[config.mk]
export PLATFORM = sky130hd
export DESIGN_NAME = run_ctrl
export DESIGN_NICKNAME = d
export VERILOG_FILES = /design/src/rtl/run_ctrl_pkg.sv /design/src/rtl/btn_debounce.sv /design/src/rtl/run_ctrl.sv
export SDC_FILE = /design/constraint.sdc
export NUM_CORES = 1
export LEC_CHECK = 0
export CAP_MARGIN = 0
export CORE_MARGIN = 2
export CORE_UTILIZATION = 40
export CTS_CLUSTER_SIZE = 24
export DETAILED_ROUTE_END_ITERATION = 12
export GPL_TIMING_DRIVEN = 1
export PLACE_DENSITY_LB_ADDON = 0.05
export SETUP_SLACK_MARGIN = 0.05
export SLEW_MARGIN = 40
export SYNTH_ARGS = -nofsm -noshare
export SYNTH_HDL_FRONTEND = slang
export SYNTH_HIERARCHICAL = 1
export SYNTH_SLANG_ARGS = --single-unit
[constraint.sdc]
create_clock -name clk -period 3.5 [get_ports clk]
set_input_delay 0.525 -clock clk [delete_from_list [all_inputs] [get_ports clk]]
set_output_delay 0.525 -clock clk [all_outputs]
set_load 0.01 [all_outputs]
[src/rtl/run_ctrl_pkg.sv]
// Shared encodings for the run_ctrl start/stop controller.
package run_ctrl_pkg;

  // Run FSM state; the state bit doubles as the registered run level.
  typedef enum logic {
    ST_IDLE = 1'b0,
    ST_RUN  = 1'b1
  } run_state_e;

  // Per-channel mode select values.
  localparam logic MODE_TOGGLE    = 1'b0;
  localparam logic MODE_STARTSTOP = 1'b1;

endpackage

[src/rtl/btn_debounce.sv]
// Button conditioner: synchroniser chain, mismatch-count debouncer and
// rising-edge detector producing a one-cycle press pulse.
module btn_debounce #(
  parameter int SYNC_STAGES     = 2,
  parameter int DEBOUNCE_W      = 16,
  parameter int DEBOUNCE_CYCLES = 50000
) (
  input  logic clk,
  input  logic rst_n,
  input  logic btn_raw,
  output logic level,
  output logic press
);

  localparam logic [DEBOUNCE_W-1:0] CNT_LAST = DEBOUNCE_W'(DEBOUNCE_CYCLES - 1);

  logic [SYNC_STAGES-1:0] sync_q;
  logic                   sync;
  logic                   stable_q, stable_d;
  logic                   stable_prev_q;
  logic [DEBOUNCE_W-1:0]  cnt_q, cnt_d;

  assign sync = sync_q[SYNC_STAGES-1];

  // Shift the raw asynchronous button through the synchroniser chain.
  // NOTE: sequential state uses non-blocking assignments so every flop samples pre-edge values.
  always_ff @(posedge clk or negedge rst_n) begin
    if (!rst_n) begin
      sync_q <= '0;
    end else begin
      sync_q <= {sync_q[SYNC_STAGES-2:0], btn_raw};
    end
  end

  // Accept a new level only after the mismatch has persisted long enough;
  // any return to agreement restarts the count.
  // NOTE: every output of this block gets a default first so no latch is inferred.
  always_comb begin
    stable_d = stable_q;
    cnt_d    = '0;
    if (sync != stable_q) begin
      if (cnt_q == CNT_LAST) begin
        stable_d = sync;
      end else begin
        cnt_d = cnt_q + DEBOUNCE_W'(1);
      end
    end
  end

  // Debounce state and the one-cycle-delayed copy used for edge detection.
  always_ff @(posedge clk or negedge rst_n) begin
    if (!rst_n) begin
      stable_q      <= 1'b0;
      stable_prev_q <= 1'b0;
      cnt_q         <= '0;
    end else begin
      stable_q      <= stable_d;
      stable_prev_q <= stable_q;
      cnt_q         <= cnt_d;
    end
  end

  assign level = stable_q;
  assign press = stable_q & ~stable_prev_q;

endmodule

[src/rtl/run_ctrl.sv]
// Multi-channel START/STOP controller: debounced buttons drive a per-channel
// IDLE/RUN FSM (toggle or separate start/stop) with registered run level and
// one-cycle start/stop pulses.
// Optional auto-stop after a fixed run length: define RUN_TIMEOUT_EN.
module run_ctrl
  import run_ctrl_pkg::*;
#(
  parameter int CHANNELS        = 1,
  parameter int SYNC_STAGES     = 2,
  parameter int DEBOUNCE_W      = 16,
  parameter int DEBOUNCE_CYCLES = 50000,
  parameter int TIMEOUT_W       = 32,
  parameter int TIMEOUT_CYCLES  = 100000000
) (
  input  logic                clk,
  input  logic                rst_n,
  input  logic [CHANNELS-1:0] mode,
  input  logic [CHANNELS-1:0] btn_start,
  input  logic [CHANNELS-1:0] btn_stop,
  input  logic [CHANNELS-1:0] clear,
  output logic [CHANNELS-1:0] run,
  output logic [CHANNELS-1:0] start_pulse,
  output logic [CHANNELS-1:0] stop_pulse
`ifdef RUN_TIMEOUT_EN
  ,
  output logic [CHANNELS-1:0] timeout
`endif
);

  // Reject parameter sets the logic cannot honour.
  if (SYNC_STAGES < 2) begin : g_bad_sync
    $error("run_ctrl: SYNC_STAGES must be >= 2");
  end
  if (DEBOUNCE_CYCLES < 1 || DEBOUNCE_CYCLES > (2 ** DEBOUNCE_W) - 1) begin : g_bad_debounce
    $error("run_ctrl: DEBOUNCE_CYCLES out of range for DEBOUNCE_W");
  end
  if (TIMEOUT_CYCLES < 1 || TIMEOUT_W < 1) begin : g_bad_timeout
    $error("run_ctrl: TIMEOUT_CYCLES and TIMEOUT_W must be >= 1");
  end

  logic [CHANNELS-1:0] start_press, stop_press;
  logic [CHANNELS-1:0] unused_start_level, unused_stop_level;
  logic [CHANNELS-1:0] expire;

  run_state_e          state_q [CHANNELS];
  logic [CHANNELS-1:0] start_pulse_q, stop_pulse_q;

  for (genvar ch = 0; ch < CHANNELS; ch++) begin : g_btn
    btn_debounce #(
      .SYNC_STAGES    (SYNC_STAGES),
      .DEBOUNCE_W     (DEBOUNCE_W),
      .DEBOUNCE_CYCLES(DEBOUNCE_CYCLES)
    ) u_start (
      .clk    (clk),
      .rst_n  (rst_n),
      .btn_raw(btn_start[ch]),
      .level  (unused_start_level[ch]),
      .press  (start_press[ch])
    );

    btn_debounce #(
      .SYNC_STAGES    (SYNC_STAGES),
      .DEBOUNCE_W     (DEBOUNCE_W),
      .DEBOUNCE_CYCLES(DEBOUNCE_CYCLES)
    ) u_stop (
      .clk    (clk),
      .rst_n  (rst_n),
      .btn_raw(btn_stop[ch]),
      .level  (unused_stop_level[ch]),
      .press  (stop_press[ch])
    );
  end

`ifdef RUN_TIMEOUT_EN
  localparam logic [TIMEOUT_W-1:0] TMO_LAST = TIMEOUT_W'(TIMEOUT_CYCLES - 1);

  logic [TIMEOUT_W-1:0] tmo_cnt_q [CHANNELS];
  logic [CHANNELS-1:0]  timeout_q;

  // A run expires in the cycle its length counter reaches the limit.
  always_comb begin
    expire = '0;
    for (int ch = 0; ch < CHANNELS; ch++) begin
      expire[ch] = (state_q[ch] == ST_RUN) && (tmo_cnt_q[ch] == TMO_LAST);
    end
  end

  assign timeout = timeout_q;
`else
  assign expire = '0;
`endif

  // Per-channel run FSM with registered pulses; stop sources outrank start.
  always_ff @(posedge clk or negedge rst_n) begin
    if (!rst_n) begin
      start_pulse_q <= '0;
      stop_pulse_q  <= '0;
      for (int ch = 0; ch < CHANNELS; ch++) begin
        state_q[ch] <= ST_IDLE;
`ifdef RUN_TIMEOUT_EN
        tmo_cnt_q[ch] <= '0;
`endif
      end
`ifdef RUN_TIMEOUT_EN
      timeout_q <= '0;
`endif
    end else begin
      for (int ch = 0; ch < CHANNELS; ch++) begin
        start_pulse_q[ch] <= 1'b0;
        stop_pulse_q[ch]  <= 1'b0;
        if (state_q[ch] == ST_RUN && (clear[ch] || stop_press[ch] || expire[ch])) begin
          state_q[ch]      <= ST_IDLE;
          stop_pulse_q[ch] <= 1'b1;
`ifdef RUN_TIMEOUT_EN
          if (expire[ch]) timeout_q[ch] <= 1'b1;
`endif
        end else if (state_q[ch] == ST_IDLE && start_press[ch] &&
                     !clear[ch] && !stop_press[ch]) begin
          state_q[ch]       <= ST_RUN;
          start_pulse_q[ch] <= 1'b1;
`ifdef RUN_TIMEOUT_EN
          timeout_q[ch] <= 1'b0;
`endif
        end else if (state_q[ch] == ST_RUN && start_press[ch] &&
                     mode[ch] == MODE_TOGGLE) begin
          state_q[ch]      <= ST_IDLE;
          stop_pulse_q[ch] <= 1'b1;
        end
`ifdef RUN_TIMEOUT_EN
        // Counter sits at zero in IDLE so every run starts from a fresh count.
        tmo_cnt_q[ch] <= (state_q[ch] == ST_RUN) ? tmo_cnt_q[ch] + TIMEOUT_W'(1) : '0;
`endif
      end
    end
  end

  // Run level is the state register itself.
  always_comb begin
    run = '0;
    for (int ch = 0; ch < CHANNELS; ch++) begin
      run[ch] = (state_q[ch] == ST_RUN);
    end
  end

  assign start_pulse = start_pulse_q;
  assign stop_pulse  = stop_pulse_q;

endmodule

==> summary.txt <==
Logic synthesis
  – Register bit count reported by yosys: between 40 and 50
  – Syn nets: roughly 190
  – Ys Warns: 6
  – Post-synthesis sequential area ratio: 0.522
  – Cells after Synth: 178
  – Synth unique cells: 25
  – Post-Syn Area: 0.00206 mm^2
  – Largest area contributor in the netlist: dfrtp_1
  – Synth area leaders: dfrtp_1 (52%), xnor2_1 (10%), nor2_1 (5.3%)
  – Avg Inst Size Synth: ~12 um^2
  – Share of Yosys cell area claimed by the top area cell type: 0.522

Place
  – RePlAce Congestion: between 0.7 and 0.8
  – HPWL Detailed: roughly 2400 um
  – I/O Buffers: 8
  – Post-DP Area: about 0.0022 mm^2

Hold path
  – Worst hold path type: in -> async

Detailed routing
  – 1st-iter DRT viols: 77
  – Drt first pass iters: 4
  – Vias: about 1300
  – Wire length per cell: 13.3 um
  – Vias per cell: about 5
  – DRC viols: 0
  – ANT nets after route: 0
  – Routed WL: roughly 3500 um

Critical path
  – CP cell instances: clkdlybuf4s50_1
  – Slowest CP cell: clkdlybuf4s50_1
  – RR Endpoint: g_btn[0].u_stop/cnt_q[12]
  – WP data required: approximately 3000 ps
  – WP data arrival: ~1300 ps
  – Largest delay share family, worst path: buffers and inverters
  – Slowest stage delay, CP: between 500 and 600 ps
  – R2r setup slk: ~1900 ps
  – Critical R2R Launch: g_btn[0].u_stop/cnt_q[4]
  – Crit Path Class: reg -> out
  – Worst Path Max Fanout: 5
  – Worst setup SP type: register
  – CP startpoint: run
  – FF-to-FF path depth: 4
  – WP buf/inv: 1
  – Worst Setup End Kind: output port

STA
  – Setup-failing EPs final: 0
  – Worst slew margin: 0.649
  – Final worst path period need: 1800 ps
  – RSZ-0062 raised after global routing: false
  – Max Freq: 0.554 GHz
  – Final Hold Viols: 0
  – Worst hold slack: a little under 200 ps
  – Setup TNS Final: 0 ps
  – Worst slew pin tran: between 500 and 600 ps
  – Clk_skew: about 4.0 ps
  – Slew Limit Fails: 0
  – Final Cycle Share: 0.515

Clocking
  – Clock Tree Root: clkbuf_8
  – Deepest clock path buffer count: 2
  – Clk Latency, worst-skew pair: 300 ps
  – H-tree depth: 2
  – Post-CTS sizing: 0
  – CTS tree: yes
  – Hold Buf Count CTS: 0
  – Sinks on Clock Net: 43
  – Number of setup buffers added after CTS: 0
  – CTS clock-pin slew for the worst setup and hold paths: ~80 ps
  – TritonCTS buffer count: 5

Finish
  – Final #Nets: roughly 200
  – Area Growth Syn to Fin: 12.8%
  – Most frequent cells in the layout: dfrtp_1 (43), nor2_1 (29), xnor2_1 (24)
  – Most common cell after layout, fill and taps aside: dfrtp_1
  – N_diodes: 0
  – Share of cells above drive strength 1: 0.188
  – Post-route design area: about 0.0023 mm^2
  – Final core utilization: 0.462

GRT
  – First-pass GRT wire length: ~6400 um
  – Vias in the first global route: 1382
  – Gr ovfl total: 0
  – Initial antenna violation count: 0
  – Pin count of the biggest net entering global routing: 44
  – GRT Total Usage: 0.152

Floorplan
  – Die Wd: 75.8 um
  – Initial core utilization: 0.409
  – Die ar.: between 0.005 and 0.006 mm^2
  – Die height: between 70 and 80 um
  – Rows: 26
  – Core area: 0.00504 mm^2
  – Top-level port count: 9

Flow run
  – Max-Cap Viols: 0

Power
  – Pleak: 0.926 nW
  – Cell Pwr Density: around 410 mW/mm^2
  – Peak VDD IR: around 0.22 mV

Status
  – Status: finished, final reports clean
-- layout make-up --
cell class              count  area, um^2
clock buffers               6        82.6
clock inverters             2        38.8
fillers                   501        2720
inverters                   6        22.5
multi-input cells         127         942
flip-flops and latches     43        1080
well taps                  70        87.6
repair buffers              8        77.6
-- worst max path at each step --
| stage | end | slack, ps | cells after the start |
|---|---|---|---|
| after global placement | g_btn[0].u_start/cnt_q[12] | 1920 | 5 |
| after CTS | run | 1680 | 1 |
| after floorplan | g_btn[0].u_start/level | 2090 | 4 |
| final | run | 1700 | 1 |
| after global routing | run | 1630 | 1 |
| after detailed placement | g_btn[0].u_stop/cnt_q[12] | 1880 | 5 |
-- registers in the layout, indices dropped and copies added (netlist names) --
name	flops
g_btn.u_start/cnt_q	16
g_btn.u_stop/sync_q	2
g_btn.u_start/sync_q	2
g_btn.u_stop/cnt_q	16
g_btn.u_stop/level	1
stop_pulse	1
start_pulse	1
g_btn.u_start/level	1
run	1
g_btn.u_start/stable_prev_q	1
g_btn.u_stop/stable_prev_q	1
-- layer usage --
| layer | track usage | routed length [um] | up-vias |
|---|---|---|---|
| met1 | 0.185 | 1650 | 639 |
| met3 | 0.0437 | 96 | 5 |
| met2 | 0.253 | 1690 | 10 |
| li1 | - | - | 638 |
| met4 | 0.0604 | 58 | 0 |
| met5 | 0 | 0 | - |
-- power breakdown --
part | switching, mW | leakage, nW | internal, mW
combinational | 0.0207 | 0.277 | 0.0109
clock | 0.179 | 0.0618 | 0.235
sequential | 0.00776 | 0.587 | 0.504
-- metrics by stage --
stage | setup WS (ps) | total power, mW | instances
2_1_floorplan | 2090 | 0.536 | 178
3_3_place_gp | 1920 | 0.553 | 254
5_1_grt | 1630 | 1.01 | 262
3_5_place_dp | 1880 | 0.555 | 254
6_report | 1700 | 0.957 | 262
4_1_cts | 1680 | 0.973 | 262
-- cell usage after synthesis --
cell type and count:
nor4b_1 5, nand4_4 2, and3_1 4, mux2_2 2, dfrtp_1 43, a2111oi_2 1
nand4_1 4, nor2b_4 1, xnor2_1 24, nor2_1 29, nand3_1 10, nor3_1 8
nor2b_1 2, inv_1 6, nor2_2 6, and4b_1 2, buf_6 2, nand3_4 2
xor2_1 6, nor4_2 8, ha_1 2, nand2_1 4, nand2_2 2, o31a_2 1
nand4_2 2
-- kinds of logic (layout without fill, tap and decap cells) --
logic type / after synthesis / count (layout) / synth area share
compound gates: 2 / 2 / 0.0121
xor+xnor: 30 / 30 / 0.127
flops: 43 / 43 / 0.522
simple gates: 91 / 91 / 0.294
fa+ha+maj: 2 / 2 / 0.0121
mux: 2 / 2 / 0.0109
buf+inv: 8 / 22 / 0.0218
Note: power is estimated with default switching activity, not from simulation.
